[config.mk]
export PLATFORM = sky130hd
export DESIGN_NAME = ifetch
export DESIGN_NICKNAME = d
export VERILOG_FILES = /design/src/rtl/ifetch.sv
export SDC_FILE = /design/constraint.sdc
export NUM_CORES = 1
export LEC_CHECK = 0
export CELL_PAD_IN_SITES_DETAIL_PLACEMENT = 0
export CELL_PAD_IN_SITES_GLOBAL_PLACEMENT = 1
export CORE_MARGIN = 2
export CORE_UTILIZATION = 30
export DETAILED_ROUTE_END_ITERATION = 7
export PLACE_DENSITY_LB_ADDON = 0.1
export SKIP_LAST_GASP = 1
export SYNTH_ARGS = -nofsm -noshare
export SYNTH_HDL_FRONTEND = slang
export SYNTH_SLANG_ARGS = --single-unit
[constraint.sdc]
create_clock -name clk -period 7.2 [get_ports clk]
set_clock_uncertainty 0.15 [all_clocks]
set_input_delay 1.44 -clock clk [delete_from_list [all_inputs] [get_ports clk]]
set_output_delay 1.44 -clock clk [all_outputs]
set_load 0.02 [all_outputs]
[src/rtl/ifetch.sv]
// Instruction fetch stage: owns the fetch PC, keeps up to two bus requests in flight in order,
// and buffers returned words as {pc, inst} pairs in a 2-entry FIFO presented to IF/ID.
module ifetch #(
  parameter logic [31:0] RESET_PC = 32'h0000_0000,
  parameter logic [31:0] INST_NOP = 32'h0000_0013
) (
  input  logic        clk,
  input  logic        rst,
  input  logic        ex_branch_flag_i,
  input  logic [31:0] ex_branch_addr_i,
  input  logic        stall_i,
  output logic        ibus_req_o,
  output logic [31:0] ibus_addr_o,
  input  logic        ibus_gnt_i,
  input  logic        ibus_rvalid_i,
  input  logic [31:0] ibus_rdata_i,
  output logic [31:0] pc_o,
  output logic [31:0] inst_o,
  output logic        inst_valid_o
);

  localparam int unsigned XLEN = 32;
  localparam int unsigned CW   = 2;

  logic [XLEN-1:0] fetch_pc;
  logic [CW-1:0]   outstanding;
  logic [CW-1:0]   discard;
  logic [CW-1:0]   count;
  logic [CW-1:0]   acount;
  logic [CW-1:0]   waive;

  logic [XLEN-1:0] fifo_pc   [2];
  logic [XLEN-1:0] fifo_inst [2];
  logic [XLEN-1:0] addr_q    [2];

  logic            pop;
  logic            grant;
  logic            rsp;
  logic            push;
  logic            apop;
  logic [CW:0]     credit_use;
  logic [CW-1:0]   outstanding_nxt;

  // Low address bits of a redirect target are forced to word alignment.
  logic unused_branch_lsb;
  assign unused_branch_lsb = ^ex_branch_addr_i[1:0];

  assign inst_valid_o = (count != '0);
  assign pc_o         = inst_valid_o ? fifo_pc[0]   : '0;
  assign inst_o       = inst_valid_o ? fifo_inst[0] : INST_NOP;
  assign ibus_addr_o  = fetch_pc;

  // Credit check: in-flight requests plus buffered words (after this cycle's pop) must leave room.
  always_comb begin
    pop             = inst_valid_o && !stall_i && !ex_branch_flag_i;
    credit_use      = (CW+1)'(outstanding) + (CW+1)'(count) - (CW+1)'(pop);
    ibus_req_o      = !rst && !ex_branch_flag_i && (credit_use < (CW+1)'(2));
    grant           = ibus_req_o && ibus_gnt_i;
    rsp             = ibus_rvalid_i && (outstanding != '0);
    push            = rsp && (discard == '0) && !ex_branch_flag_i;
    apop            = rsp && (discard == '0) && !ex_branch_flag_i;
    outstanding_nxt = outstanding + CW'(grant) - CW'(rsp);
  end

  // Control state; a redirect drops every request still in flight after this cycle.
  always_ff @(posedge clk) begin
    if (rst) begin
      fetch_pc    <= {RESET_PC[XLEN-1:2], 2'b00};
      outstanding <= '0;
      discard     <= '0;
      count       <= '0;
      acount      <= '0;
      waive       <= CW'(2);
    end else begin
      if (waive != '0) begin
        waive <= waive - CW'(1);
      end
      outstanding <= outstanding_nxt;
      if (ex_branch_flag_i) begin
        fetch_pc <= {ex_branch_addr_i[XLEN-1:2], 2'b00};
        discard  <= outstanding_nxt;
        count    <= '0;
        acount   <= '0;
      end else begin
        if (grant) begin
          fetch_pc <= fetch_pc + XLEN'(4);
        end
        if (rsp && (discard != '0)) begin
          discard <= discard - CW'(1);
        end
        count  <= count + CW'(push) - CW'(pop);
        acount <= acount + CW'(grant) - CW'(apop);
      end
    end
  end

  // Instruction buffer storage; head is always entry 0.
  always_ff @(posedge clk) begin
    if (push) begin
      if (pop && (count == CW'(2))) begin
        fifo_pc[0]   <= fifo_pc[1];
        fifo_inst[0] <= fifo_inst[1];
        fifo_pc[1]   <= addr_q[0];
        fifo_inst[1] <= ibus_rdata_i;
      end else if (pop) begin
        fifo_pc[0]   <= addr_q[0];
        fifo_inst[0] <= ibus_rdata_i;
      end else begin
        fifo_pc[count[0]]   <= addr_q[0];
        fifo_inst[count[0]] <= ibus_rdata_i;
      end
    end else if (pop) begin
      fifo_pc[0]   <= fifo_pc[1];
      fifo_inst[0] <= fifo_inst[1];
    end
  end

  // Granted addresses, paired in order with their responses.
  always_ff @(posedge clk) begin
    if (grant) begin
      if (apop && (acount == CW'(2))) begin
        addr_q[0] <= addr_q[1];
        addr_q[1] <= fetch_pc;
      end else if (apop) begin
        addr_q[0] <= fetch_pc;
      end else begin
        addr_q[acount[0]] <= fetch_pc;
      end
    end else if (apop) begin
      addr_q[0] <= addr_q[1];
    end
  end

  rvalid_has_outstanding: assert property (
    @(posedge clk) disable iff (rst || (waive != '0))
    !(ibus_rvalid_i && (outstanding == '0)));

endmodule

==> results of run 1 <==
[Yosys cell counts, drive strengths merged (6+ instances only)]
| master | n | area share, % |
|---|---|---|
| xor2 | 10 | 0.87 |
| mux2 | 95 | 11 |
| nor2 | 26 | 0.97 |
| xnor2 | 11 | 0.95 |
| clkbuf | 116 | 4.3 |
| nand3 | 12 | 0.59 |
| ha | 13 | 1.6 |
| a211oi | 8 | 0.59 |
| dfxtp | 38 | 7.5 |
| inv | 19 | 0.71 |
| and3 | 6 | 0.37 |
| edfxtp | 192 | 57 |
| nand2 | 28 | 1.1 |
| and2 | 69 | 4.3 |
| o21ai | 9 | 0.45 |
| nor3 | 7 | 0.40 |
| nand4 | 13 | 0.80 |
| nand2b | 8 | 0.50 |
| o22ai | 6 | 0.37 |
| buf | 15 | 0.77 |
| a31oi | 14 | 0.87 |
| a21oi | 8 | 0.40 |
[critical path, delay by kind of cell]
kind / cells / cell delay, ps
buffers and inverters: 2 / 1120
adders and majority gates: 2 / 610
and+or+nand+nor: 4 / 1030
xor gates and xnor gates: 1 / 200
[power by group]
group	leakage, nW	internal (mW)	total (mW)	switching, mW
Sequential	2.06	1.61	1.67	0.0612
Combinational	1.81	0.275	0.601	0.326
Clock	0.412	0.786	1.33	0.542
Total	4.27	2.67	3.60	0.929
[cell type report]
class | count | share of cell area [%]
Sequential cell | 230 | 51.0
Timing Repair Buffer | 174 | 13.4
Inverter | 19 | 0.557
Clock buffer | 38 | 5.77
Clock inverter | 12 | 0.949
Multi-Input combinational cell | 396 | 23.9
Tap cell | 448 | 4.38
[layer usage]
layer / vias up / GRT usage [%] / routed length [um]
met5: - / 0 / 0
met1: 2987 / 18.1 / 10900
met2: 192 / 21.1 / 10500
met3: 52 / 2.81 / 1320
li1: 2865 / - / -
met4: 0 / 5.15 / 796
[per-stage QoR]
| step | power [mW] | utilization [%] | setup WS [ps] | area [sq um] | hold slack (ps) |
|---|---|---|---|---|---|
| 2_1_floorplan | 2.10 | - | 652 | 10100 | 342 |
| 3_3_place_gp | 2.29 | 35.8 | 1290 | 11900 | 281 |
| 3_5_place_dp | 2.31 | 35.8 | 1310 | 11900 | 281 |
| 4_1_cts | 3.66 | 38.3 | 1270 | 12800 | 295 |
| 5_1_grt | 3.77 | 38.3 | 1060 | 12800 | 303 |
| 6_report | 3.60 | 38.3 | 1190 | 12800 | 291 |
[path summary, 6_finish.rpt]
path                      start              to  slack, ps  cells after the start
setup / recovery        stall_i      ibus_req_o       1190                      9
hold / removal    addr_q[0][29]  fifo_pc[1][29]        290                      0
setup reg to reg       count[0]    addr_q[0][4]       2930                     14
hold reg to reg   addr_q[0][29]  fifo_pc[1][29]        290                      0
[state kept, by name (all words and copies together) (netlist names)]
| name | cells |
|---|---|
| acount | 2 |
| addr_q | 64 |
| count | 2 |
| discard | 2 |
| fifo_inst | 64 |
| fifo_pc | 64 |
| ibus_addr_o | 30 |
| outstanding | 2 |
[cell families (layout without fill, tap and decap cells)]
group,count (synthesis),after routing
other,1,4
XOR/XNOR,21,21
flip-flops,230,230
multiplexers,96,96
buffers and inverters,150,243
AO/OA/AOI/OAI,65,65
AND/OR/NAND/NOR,196,196
adder cells (fa/ha/maj),14,14
==> impl_metrics.py, run 1 <==
metrics = {
    "outcome": {
        "outcome": "finished clean",
    },
    "synthesis": {
        "synthAdderAreaFrac_pct": 1.81,
        "synthFlopType": "edfxtp_1",
        "synth.distinct_cells": 55,
        "netlist_instances": 773,
        "synth_edf_count": 192,
        "synth_simple_gate_area_share_pct": 11.0,
        "ys_ff_latch": 230,
        "ys_async_sr_fraction_pct": 0,
        "synth_top_family_by_area": "simple AND/OR/NAND/NOR gates",
        "seq_area_frac_synth_pct": 64.6,
        "synth_warnings": 0,
        "postSynthAreaPerCell_sq_um": 13.1,
        "synth_compound_area_share_pct": 4.32,
        "syn_area_sq_um": 10100,
        "muxShareOfSynthArea_pct": 10.7,
        "synth_xor_xnor_area_share_pct": 1.82,
    },
    "clock_tree": {
        "clk_latency_ps": 540,
        "holdBufCountCts": 0,
        "cts.path.max_buffers": 3,
        "htree_levels": 1,
        "cts.sinks": 230,
        "clk_pin_slew_worst_paths_ps": 60,
        "post_cts_buffers": 0,
        "numCtsBuffers": 28,
        "cts_resized": 0,
        "cts_tree": "yes",
        "cts-root-buf": "clkbuf_16",
    },
    "critical_path": {
        "slowest_stage": "clkdlybuf4s50_1",
        "cpMostUsedCell": "clkdlybuf4s50_1",
        "worstPathCellList": "clkdlybuf4s50_1 > nor2_1 > and2_1 > ha_1 > nand2b_1 > fa_1 > xor2_1 > nor4bb_1 > clkdlybuf4s50_1",
        "critPathLaunchType": "input pin",
        "arrival_ps": 4420,
        "end_kind": "primary output",
        "cp_slowest_stage_delay_ps": 690,
        "worstPathMaxFanout": 3,
        "cp.required_ps": 5610,
        "crit_type": "input pin to primary output",
    },
    "detailed_routing": {
        "firstDrtPassIters": 4,
        "vias": 6096,
        "wl_per_cell_um": 17.9,
        "routed_via_density": 4.63,
        "routed_wl_mm": 23.6,
        "drcViolationCount": 0,
        "ant_nets": 0,
        "drt_iter0_markers": 282,
    },
    "power": {
        "p_leak_nw": 4.27,
        "powerDensity_nw_per_um2": 281,
        "vdd_drop_max_mv": 0.173,
    },
    "sta": {
        "finalHoldViolations": 0,
        "drv_slew": 0,
        "fin_crit_sh_pct": 83.4,
        "rsz0062_at_grt": "no",
        "setup_viol": 0,
        "fin_crit_ps": 6010,
        "slew_headroom_pct": 17.8,
        "fin_setup_tns_ps": 0,
        "tightestPinTransition_ps": 1230,
        "fmax_mhz": 166,
    },
    "layout": {
        "drive_gt1_share_pct": 16.8,
        "n_fill_cell": 3239,
        "num_antenna_cells": 0,
        "final_cell_mix": "edfxtp_1, clkdlybuf4s50_1, mux2_2",
        "multi_input_area_sq_um": 3060,
        "stdcell_count": 1317,
        "seq_area_sq_um": 6530,
        "fin_nets": 933,
        "final_common_cell": "edfxtp_1",
        "syn_to_final_growth_pct": 26.6,
    },
    "grt": {
        "grtUsageTotal_pct": 13.4,
        "grt_max_degree": 66,
        "grt_pass1_wl_mm": 37.0,
        "grt.overflow.total": 0,
        "antenna_found_initial": 0,
        "first_global_vias": 6297,
    },
    "floorplanning": {
        "core_area_sq_um": 33400,
        "die-area_sq_um": 35200,
        "ios": 168,
        "dieWidth_um": 188,
        "start_util_pct": 30.3,
        "rows": 67,
        "die_y_um": 188,
    },
    "worst_hold_path": {
        "min_path_type": "flop to flop",
    },
    "flow_run": {
        "maxCapViolCount": 0,
    },
    "placement": {
        "place.gp.congestion": 0.750,
        "dp_cells": 1267,
        "dp_hpwl_mm": 14.9,
        "port_buffers": 163,
    },
}
No activity file was read; power rests on OpenSTA's default activity.
==> run 2, diff against run 1 <==
==> constraint.sdc (replaced) <==
create_clock -name clk -period 5.65 [get_ports clk]
set_clock_uncertainty 0.15 [all_clocks]
set_input_delay 1.13 -clock clk [delete_from_list [all_inputs] [get_ports clk]]
set_output_delay 1.13 -clock clk [all_outputs]
set_load 0.02 [all_outputs]
==> run 2 against run 1 <==
  * Core utilization is 0.39 points higher
  * Count of clock-buffer cells in the layout is 2 lower
  * Worst setup slack worse by 800 ps
  * Global-route usage is 0.11 points higher
  * Flip-flop and latch count stayed put
  * Total power is 31% higher
  * First-iteration DRC count is 1.4% higher
  * Non-clock buffer count is 2 higher
  * Routed wire length is 1.0% higher
  * Critical path depth stayed put
  * Final cell count stayed put
  * Die area stayed put
  * Critical path type unchanged
==> impl_metrics.py, run 2 (same netlist as run 1, synthesis figures left out) <==
metrics = {
    "outcome": {
        "outcome": "finished clean",
    },
    "detailed_routing": {
        "wl_per_cell_um": 18.1,
        "firstDrtPassIters": 4,
        "vias": 6050,
        "routed_wl_mm": 23.8,
        "ant_nets": 0,
        "drcViolationCount": 0,
        "drt_iter0_markers": 286,
        "routed_via_density": 4.59,
    },
    "placement": {
        "port_buffers": 163,
        "place.gp.congestion": 0.726,
        "dp_hpwl_mm": 15.0,
        "dpl_worst_slack_ps": 365,
        "place_area_sq_um": 12000,
    },
    "sta": {
        "fin_crit_ps": 5250,
        "fin_setup_tns_ps": 0,
        "worst_slack_ps": 398,
        "fmax_mhz": 190,
        "slew_headroom_pct": 24.7,
        "drv_slew": 0,
        "fin_crit_sh_pct": 92.9,
        "rsz0062_at_grt": "no",
        "finalHoldViolations": 0,
        "tightestPinTransition_ps": 1130,
        "setup_viol": 0,
    },
    "layout": {
        "final_common_cell": "edfxtp_1",
        "fin_nets": 934,
        "num_antenna_cells": 0,
        "fin_util_pct": 38.7,
        "drive_gt1_share_pct": 18.1,
        "syn_to_final_growth_pct": 27.9,
        "reg_top3": "addr_q (64), fifo_inst (64), fifo_pc (64)",
        "final_area_sq_um": 12900,
        "final_cell_mix": "edfxtp_1, clkdlybuf4s50_1, mux2_2",
    },
    "power": {
        "vdd_drop_max_mv": 0.204,
        "p_sw_share_pct": 25.1,
        "clockPowerShare_pct": 38.0,
        "p_sw_mw": 1.18,
        "seq_power_share_pct": 45.2,
        "p_comb_share_pct": 16.8,
        "powerDensity_nw_per_um2": 363,
        "p_int_mw": 3.52,
        "p_leak_nw": 4.35,
    },
    "worst_hold_path": {
        "min_path_type": "flop to flop",
    },
    "critical_path": {
        "worst-path-buf-inv": 2,
        "worstPathCellList": "clkdlybuf4s50_1 > nor2_1 > and2_1 > ha_1 > nand2b_1 > fa_1 > xor2_1 > nor4bb_1 > clkdlybuf4s50_1",
        "critPathLaunchType": "input pin",
        "worstPathMaxFanout": 3,
        "arrival_ps": 3970,
        "end_kind": "primary output",
        "crit_type": "input pin to primary output",
        "cp.required_ps": 4370,
        "cpLargestDelayFamily": "buffers and inverters",
        "slowest_stage": "clkdlybuf4s50_1",
        "cp_slowest_stage_delay_ps": 670,
        "cpMostUsedCell": "clkdlybuf4s50_1",
    },
    "floorplanning": {
        "dieWidth_um": 188,
        "die-area_sq_um": 35200,
        "die_y_um": 188,
        "rows": 67,
        "core_area_sq_um": 33400,
        "start_util_pct": 30.3,
        "ios": 168,
    },
    "clock_tree": {
        "cts_resized": 0,
        "cts.sinks": 230,
        "holdBufCountCts": 0,
        "cts.path.max_buffers": 3,
        "cts_tree": "yes",
        "clk_pin_slew_worst_paths_ps": 60,
        "numCtsBuffers": 27,
        "clk_latency_ps": 520,
        "post_cts_buffers": 0,
        "cts-root-buf": "clkbuf_16",
        "htree_levels": 1,
    },
    "grt": {
        "grt_max_degree": 66,
        "grt_pass1_wl_mm": 37.4,
        "gr-usage-met3_pct": 2.84,
        "antenna_found_initial": 0,
        "grt.overflow.total": 0,
        "use_met1_pct": 17.7,
        "grtUsageTotal_pct": 13.5,
        "gr-usage-met2_pct": 22.9,
        "first_global_vias": 6417,
        "busiest_layer": "met2",
    },
    "flow_run": {
        "maxCapViolCount": 0,
    },
}
[run 2: cell types whose count changed in the layout (fill, tap and decap cells not counted), moves of 2 or more]
cell,change
clkbuf_1,-9
buf_12,+4
clkbuf_8,+8
buf_4,-2
clkinv_2,+3
clkinv_1,-2
[run 2: per-layer routing]
layer,part of all wire [%],vias to the layer above
met5,0,-
met4,1.3,0
met3,5.8,31
met2,48,176
met1,45,2972
li1,-,2871
[run 2: final timing paths]
path / from / end / slack (ps) / cells after the start
worst min-delay path: addr_q[0][23] / fifo_pc[1][23] / 290 / 0
worst max register to register: count[0] / addr_q[0][9] / 1430 / 14
worst max-delay path: stall_i / ibus_req_o / 400 / 9
worst min register to register: addr_q[0][23] / fifo_pc[1][23] / 290 / 0
[run 2: layout make-up]
class | instances | area [sq um]
Tap cell | 448 | 561
Sequential cell | 230 | 6530
Fill cell | 3230 | 20400
Inverter | 19 | 71.3
Clock buffer | 36 | 790
Timing Repair Buffer | 176 | 1780
Multi-Input combinational cell | 396 | 3060
Clock inverter | 12 | 135
[run 2: worst reg2reg max path, cell delays in order (launching register included)]
cell and delay (ps):
dfxtp_1 360, or2_2 320, and2_1 190, ha_1 270, nand2b_1 150, fa_1 460
and4bb_1 230, nand2_2 220, inv_1 110, ha_1 220, nand2_1 100, a21boi_4 180
nor3b_4 210, buf_4 380, mux2_2 400
[run 2: power by group through the flow]
stage               clock network [mW]  logic (mW)  registers, mW
floorplan                            0       0.522           2.15
global placement                     0       0.783           2.15
detailed placement                   0       0.805           2.16
CTS                               1.84       0.809           2.13
global route                      1.91       0.869           2.14
finish                            1.79       0.789           2.12
[run 2: metrics by stage]
step / power (mW) / instances / hold WS [ps]
after floorplan: 2.68 / 776 / 342
after global placement: 2.94 / 1269 / 285
after detailed placement: 2.97 / 1269 / 282
after CTS: 4.78 / 1317 / 297
after global routing: 4.92 / 1317 / 304
final: 4.70 / 1317 / 292
==> run 3, diff against run 2 <==
==> constraint.sdc (replaced) <==
create_clock -name clk -period 5.65 [get_ports clk]
set_clock_uncertainty 0.15 [all_clocks]
set_input_delay 1.13 -clock clk [delete_from_list [all_inputs] [get_ports clk]]
set_output_delay 1.13 -clock clk [all_outputs]
set_load 0.1 [all_outputs]
==> run 3 against run 2 <==
  * Clock power up 2%
  * Sequential power hardly changed
  * Fmax rose by 7.7%
  * Routed wire length is 1.6% lower
  * Register-to-register slack worse by 30 ps
  * Worst setup slack gained 370 ps
  * Global-route usage decreased by 0.23 points
  * Die area unchanged
  * Critical endpoint unchanged
  * Highest routed layer unchanged
==> impl_metrics.py, run 3 (same netlist as run 1, synthesis figures left out) <==
metrics = {
    "outcome": {
        "outcome": "finished clean",
    },
    "power": {
        "p_leak_nw": 4.35,
        "powerDensity_nw_per_um2": 384,
        "total_power_mw": 4.98,
        "vdd_drop_max_mv": 0.253,
    },
    "clock_tree": {
        "clk_latency_ps": 530,
        "numCtsBuffers": 28,
        "holdBufCountCts": 0,
        "htree_levels": 1,
        "cts_tree": "yes",
        "cts_resized": 0,
        "cts.path.max_buffers": 3,
        "post_cts_buffers": 0,
        "cts.sinks": 230,
        "cts-root-buf": "clkbuf_16",
        "clk_pin_slew_worst_paths_ps": 50,
    },
    "floorplanning": {
        "die-area_sq_um": 35200,
        "start_util_pct": 30.3,
        "dieWidth_um": 188,
        "rows": 67,
        "core_area_sq_um": 33400,
        "ios": 168,
        "die_y_um": 188,
    },
    "sta": {
        "slew_headroom_pct": 28.5,
        "fin_crit_ps": 4880,
        "rsz0062_at_grt": "no",
        "fmax_mhz": 205,
        "finalHoldViolations": 0,
        "worst_slack_ps": 772,
        "fin_setup_tns_ps": 0,
        "tightestPinTransition_ps": 1070,
        "fin_crit_sh_pct": 86.3,
        "drv_slew": 0,
        "setup_viol": 0,
    },
    "critical_path": {
        "worstPathMaxFanout": 3,
        "cp.required_ps": 4370,
        "end_kind": "primary output",
        "r2r_cells": 11,
        "arrival_ps": 3600,
        "critPathLaunchType": "input pin",
        "crit_type": "input pin to primary output",
    },
    "grt": {
        "grt_pass1_wl_mm": 36.7,
        "first_global_vias": 6204,
        "grt.overflow.total": 0,
        "grt_max_degree": 66,
        "grtUsageTotal_pct": 13.3,
        "antenna_found_initial": 0,
    },
    "layout": {
        "fin_nets": 935,
        "reg_top3": "addr_q (64), fifo_inst (64), fifo_pc (64)",
        "num_antenna_cells": 0,
        "drive_gt1_share_pct": 17.6,
        "stdcell_count": 1317,
        "final_common_cell": "edfxtp_1",
        "syn_to_final_growth_pct": 28.1,
        "final_cell_mix": "edfxtp_1, clkdlybuf4s50_1, mux2_2",
    },
    "placement": {
        "place.gp.congestion": 0.732,
        "dp_cells": 1269,
        "port_buffers": 163,
        "dpl_worst_slack_ps": 344,
        "dp_hpwl_mm": 15.0,
    },
    "detailed_routing": {
        "firstDrtPassIters": 4,
        "drt_iter0_markers": 252,
        "vias": 6087,
        "ant_nets": 0,
        "routed_via_density": 4.62,
        "drcViolationCount": 0,
        "routed_wl_mm": 23.4,
        "wl_per_cell_um": 17.8,
    },
    "worst_hold_path": {
        "hold_depth": 0,
        "min_path_type": "flop to flop",
    },
    "flow_run": {
        "maxCapViolCount": 0,
    },
}
## run 3: cell types whose count changed in the layout (fill, tap and decap cells not counted)
cell	previous run	this run
clkbuf_16	27	29
clkbuf_8	8	0
clkinv_1	3	2
clkinv_2	5	4
clkdlybuf4s50_1	163	162
inv_6	1	0
bufinv_16	3	5
nor4bb_2	0	1
nor4bb_1	1	0
clkbuf_1	1	8
buf_12	4	5
## run 3: worst paths after layout
| path | from | slack (ps) | endpoint |
|---|---|---|---|
| worst max register to register | count[0] | 1400 | addr_q[1][28] |
| worst min-delay path | addr_q[0][27] | 290 | fifo_pc[1][27] |
| worst max-delay path | stall_i | 770 | ibus_req_o |
| worst min register to register | addr_q[0][27] | 290 | fifo_pc[1][27] |
## run 3: final cells by class
| cell class | instances | area (sq um) |
|---|---|---|
| sequential | 230 | 6530 |
| inverter | 19 | 71.3 |
| fill | 3232 | 20400 |
| tap | 448 | 561 |
| clock inverter | 11 | 178 |
| timing repair buffer | 176 | 1790 |
| clock buffer | 37 | 756 |
| multi-input combinational | 396 | 3070 |
## run 3: routing by layer
metal	up-vias	routed length (um)	track usage, %
met5	-	0	0
met4	0	318	3.09
met3	29	1400	2.92
met2	191	10900	21.6
met1	2984	10800	18.1
li1	2883	-	-
## run 3: critical path, cell delays in order
cell and delay, ps:
clkdlybuf4s50_1 430, nor2_1 180, and2_1 210, ha_1 240, nand2b_1 150, fa_1 380
xor2_1 200, nor4bb_2 440, buf_12 230
## run 3: stage by stage
| step | util, % | hold slack (ps) | cell area, sq um |
|---|---|---|---|
| after floorplan | - | 342 | 10100 |
| after global placement | 36.0 | 283 | 12000 |
| after detailed placement | 36.0 | 284 | 12000 |
| after CTS | 38.8 | 298 | 12900 |
| after global routing | 38.8 | 304 | 12900 |
| final | 38.8 | 293 | 12900 |
## run 3: power breakdown
group	leakage, nW	total, mW	switching (mW)	internal, mW
Sequential	2.06	2.12	0.0776	2.05
Clock	0.456	1.83	0.672	1.16
Combinational	1.83	1.02	0.655	0.368
==> edit 1 (settings of run 2) <==
Reset style: asynchronous (`rst`), changed in one clocked block.
--- a/src/rtl/ifetch.sv
+++ b/src/rtl/ifetch.sv
@@ -65,3 +65,3 @@
   // Control state; a redirect drops every request still in flight after this cycle.
-  always_ff @(posedge clk) begin
+  always_ff @(posedge clk or posedge rst) begin
     if (rst) begin
Formal check against the unedited RTL: differs if rst is asserted again (counterexample within 4 cycles, from zero or initial values and one cycle with rst high); with rst held inactive, the same outputs for 4 cycles.
==> edit 1 against run 2 <==
Setup slack improved by 0.031 ns. Highest routed layer unchanged. Total power up 5.0%. Sequential power rose by 3%. Cell count down 0.15%. Sequential share of layout area increased by 1.4 points. Worst hold slack improved by 0.0049 ns. Via count increased by 1.2%. Combinational power up 38%. Sequential cell count did not move. First-iteration DRC count fell by 20%. Synthesized area is 1.4% higher. Final area increased by 0.20%. Largest cell class unchanged. Routed wire length is 1.7% lower.
==> edit 1: results (changes against run 2) <==
Clock network
  • Clock Latency Late Sink: 0.54 ns (+0.02 ns)
  • Clock Pin Slew Worst Setup and Hold Paths: 0.06 ns (about the same)
  • Num CTS Buffers: 27 (unchanged)
  • Post-cts sizing count: 0 (unchanged)
  • H-Tree Level Count: 1 (unchanged)
  • Clock Path Buffers: 3 (unchanged)
  • Post-CTS Setup Inserts: 0 (unchanged)
  • Root Driver: clkbuf_16

Logic synthesis
  • Synth top area cells: edfxtp_1 (56%), mux2_2 (10%), dfrtp_1 (9.3%)
  • Top FF cell, synth: edfxtp_1
  • Most common library cells after synthesis: edfxtp_1 (192), clkbuf_1 (113), mux2_2 (94)
  • Post-synth EDFFs: 192 (unchanged)
  • Unique cell type count in the Yosys netlist: 57 (+3.6%)
  • Ys Warns: 0 (unchanged)
  • Ys async rst share: 0.1652 (+0.1652)
  • Sequential fraction of the synthesis area: 0.6555 (+0.009889)

Placed design
  • DP Wirelength: 15,190 microns (+1.4%)
  • DP Worst Slack: 0.1200 ns (-0.2451 ns)
  • GPL Wtd Cong: 0.7718 (+6.3%)
  • PortBufs: 163 (unchanged)

Global route
  • Largest net degree at the start of global routing: 67 (+1.5%)
  • First-pass GRT wire length: 37,090 microns (-0.83%)
  • Initial antenna violation count: 0 (unchanged)
  • Vias in the first global route: 6,330 (-1.4%)
  • GRT Overall Usage: 0.1321 (-0.002809)

Layout
  • Fillcell total: 3,146 (-2.6%)
  • N_diodes: 0 (unchanged)
  • Share of layout cells above drive strength 1: 0.1845 (+0.003877)
  • Top Registers: addr_q: 64 flops, fifo_inst: 64 flops, fifo_pc: 64 flops
  • # nets final: 933 (-0.11%)

Drt
  • Via Count: 6,121 (+1.2%)
  • Drt first pass iters: 5 (+1)
  • Drt first-iter violations: 230 (-20%)
  • WL/cell: 17.79 microns (-1.6%)

Power
  • Worst vdd ir: 0.2801 mV (+37%)
  • Leak: 4.424 nW (+1.8%)

Job
  • MaxCap Viol Count: 0 (unchanged)

Critical path
  • Max incr delay on CP: 0.63 ns (-0.04 ns)
  • Slowest cell on crit path: clkdlybuf4s50_1
  • Crit-path max FO: 4 (+1)
  • Worst Path Arrival: 3.94 ns (-0.03 ns)
  • R2r worst-path depth: 13 (-1)

Status
  • Status: completed

Min path
  • Worst hold-check path type: flip-flop to flip-flop
  • Hold path cells: 0 (unchanged)

STA
  • Slew margin rel.: 0.2598 (+0.01265)
edit 1: cell types whose count changed in the layout (fill, tap and decap cells not counted), moves of 7 or more:
cell      before  now
and2_1        69    7
dfrtp_1        0   38
nor2b_1        4   64
clkbuf_8       8    1
a211oi_1       8    1
o211ai_1       3   13
nand2_1       27   40
o21ai_0        8   18
nand3_1       11   20
a31oi_1       14    5
nor2_1        26   14
dfxtp_1       38    0
edit 1: final timing paths:
kind | end | from | slack, ns
worst min-delay path | fifo_pc[1][24] | addr_q[0][24] | 0.30
worst min register to register | fifo_pc[1][24] | addr_q[0][24] | 0.30
worst max-delay path | ibus_req_o | ex_branch_flag_i | 0.43
max in group asynchronous | count[0] | rst | 3.95
min in group asynchronous | ibus_addr_o[13] | rst | 1.03
worst max register to register | addr_q[0][12] | count[0] | 1.29
edit 1: stage by stage:
stage               std cells  utilization  hold slack, ns  area (sq um)  power (mW)
global placement         1267       0.3604          0.2860         12120       3.317
floorplan                 770            -          0.3456         10260       2.875
finish                   1315       0.3853          0.2973         12950       4.933
CTS                      1315       0.3853          0.3019         12950       5.035
global route             1315       0.3853          0.3181         12950       5.196
detailed placement       1267       0.3604          0.2866         12120       3.343
edit 1: cell families (layout without fill, tap and decap cells):
logic type	after synthesis	in the layout	share of synthesized area
xor gates and xnor gates	9	9	0.007693
and+or+nand+nor	194	194	0.1051
muxes	96	96	0.1053
buffers and inverters	148	245	0.05678
DFF	230	230	0.6555
AOI/OAI and AO/OA	74	74	0.05019
other	1	4	0.0003660
adders and majority gates	15	15	0.01905
edit 1: critical path, delay by kind of cell:
family,cells,cell delay [ns]
AND/OR/NAND/NOR,3,0.74
XOR/XNOR,1,0.27
buffers and inverters,2,1.14
adder cells (fa/ha/maj),2,0.67
edit 1: cell type report:
| cell class | count | area [sq um] | share of cell area |
|---|---|---|---|
| Clock buffer | 35 | 715.7 | 0.05526 |
| Clock inverter | 13 | 120.1 | 0.009274 |
| Inverter | 20 | 75.07 | 0.005797 |
| Multi-Input combinational cell | 392 | 3014 | 0.2327 |
| Sequential cell | 230 | 6716 | 0.5186 |
| Tap cell | 448 | 560.5 | 0.04328 |
| Timing Repair Buffer | 177 | 1749 | 0.1351 |
edit 1: routing by layer:
layer	routed length (microns)	global-route usage	share of wire
met2	10880	0.2144	0.47
met1	10880	0.1803	0.47
met4	376	0.03516	0.016
met5	0	0	0
met3	1252	0.02645	0.054
edit 1: power breakdown:
part | switching [mW] | internal (mW) | total (mW)
clock | 0.677 | 0.979 | 1.66
combinational | 0.592 | 0.499 | 1.09
sequential | 0.126 | 2.06 | 2.19
total | 1.40 | 3.54 | 4.93
==> edit 2 (flow settings as in run 2) <==
Without the edit above. Change the localparam `CW` from 2 to 4.
--- a/src/rtl/ifetch.sv
+++ b/src/rtl/ifetch.sv
@@ -22,3 +22,3 @@
   localparam int unsigned XLEN = 32;
-  localparam int unsigned CW   = 2;
+  localparam int unsigned CW   = 4;
 
Formal check against the unedited RTL: same outputs for any inputs over 4 cycles, from zero or initial values and one cycle with rst high; that may be too few to reach the edited logic, so the function may still have changed.
==> edit 2 against run 2 <==
Largest power group unchanged. Sequential cell count is 8 higher. Critical path depth increased by 1. Setup slack got worse by 0.0024 ns. Total power grew 15%. Routed wire length up 14%. Sequential share of layout area fell by 2.1 points. Non-clock buffer count up 5. Largest cell class unchanged. Worst hold slack improved by 0.0043 ns. Register-to-register slack worse by 0.34 ns. Highest routed layer unchanged. Count of clock-buffer cells in the layout is 8 higher. Critical path type unchanged. Final area increased by 7.0%. Synthesized cell count up 14%. Synthesized area is 9.5% higher.
==> edit 2: results (changes against run 2) <==
Status
  • Status: completed

Drt
  • Routed WL: 27,210 microns (+14%)
  • Drt first-iter violations: 322 (+13%)

Critical path
  • R2R Setup Slk: 1.09 ns (-0.34 ns)
  • Worst Setup SP: ex_branch_flag_i
  • Reg-to-Reg Start: count[2]
  • Max incr delay on CP: 0.61 ns (-0.06 ns)
  • R2r worst-path depth: 18 (+4)
  • Reg-to-Reg End: addr_q[0][20]

Clock network
  • Num CTS Buffers: 29 (+7.4%)
  • Clock Latency Late Sink: 0.55 ns (+0.03 ns)

Global route
  • GR Layer Usage met1: 0.2013 (+0.02398)
  • GRT Overall Usage: 0.1424 (+0.007491)
  • Vias in the first global route: 6,788 (+5.8%)
  • Met3 Use GR: 0.02716 (-0.001287)
  • Met2 usage: 0.2212 (-0.007607)

Logic synthesis
  • Unique cell type count in the Yosys netlist: 72 (+31%)
  • Most common library cells after synthesis: edfxtp_1 (192), clkbuf_1 (116), mux2_2 (77)
  • Synth top area cells: edfxtp_1 (52%), dfxtp_1 (8.3%), mux2_2 (7.8%)
  • Sequential fraction of the synthesis area: 0.6040 (-0.04158)

Placed design
  • DP Wirelength: 17,080 microns (+14%)
  • GPL Wtd Cong: 0.7566 (+4.2%)

Layout
  • # nets final: 1,057 (+13%)
  • Share of layout cells above drive strength 1: 0.1593 (-0.02132)

Power
  • Worst vdd ir: 0.2331 mV (+14%)
[edit 2: worst min path at each step]
stage / endpoint / cells past startpoint
2_1_floorplan: fifo_pc[1][0] / 1
3_3_place_gp: fifo_pc[1][15] / 0
3_5_place_dp: fifo_pc[1][15] / 0
4_1_cts: fifo_pc[1][15] / 0
5_1_grt: fifo_pc[1][29] / 0
6_report: fifo_pc[1][15] / 0
[edit 2: cell families (layout without fill, tap and decap cells)]
| group | count (synthesis) | count (layout) | synth area share |
|---|---|---|---|
| other cells | 1 | 4 | 0.0003388 |
| flops | 238 | 238 | 0.6040 |
| buf+inv | 178 | 274 | 0.06884 |
| xor+xnor | 12 | 12 | 0.01017 |
| simple gates | 226 | 226 | 0.1202 |
| compound gates | 97 | 97 | 0.05979 |
| fa+ha+maj | 31 | 31 | 0.03775 |
| mux | 97 | 97 | 0.09890 |
[edit 2: layout make-up]
type                    count  area, sq um
fillers                  3550        22600
flip-flops and latches    238         6686
multi-input cells         467         3677
repair buffers            181         1817
clock buffers              44        812.0
well taps                 468        585.6
inverters                  39        146.4
clock inverters            10        106.4
[edit 2: per-stage QoR]
stage,cells,power [mW],setup WS [ns],area [sq um]
5_1_grt,1447,5.718,0.2163,13830
4_1_cts,1447,5.521,0.3625,13830
6_report,1447,5.424,0.3960,13830
3_3_place_gp,1393,3.680,0.2142,12910
2_1_floorplan,883,3.209,0.5404,11100
3_5_place_dp,1393,3.686,0.1778,12910
[edit 2: routing by layer]
metal | wire length [microns] | vias up | share of wire
met5 | 0 | - | 0
met3 | 1451 | 37 | 0.053
li1 | - | 3267 | -
met2 | 11920 | 187 | 0.44
met4 | 772 | 0 | 0.028
met1 | 13070 | 3277 | 0.48
[edit 2: report_power, final]
part           switching, mW  internal, mW
clock                  0.721          1.08
combinational          0.779         0.605
sequential            0.0939          2.15
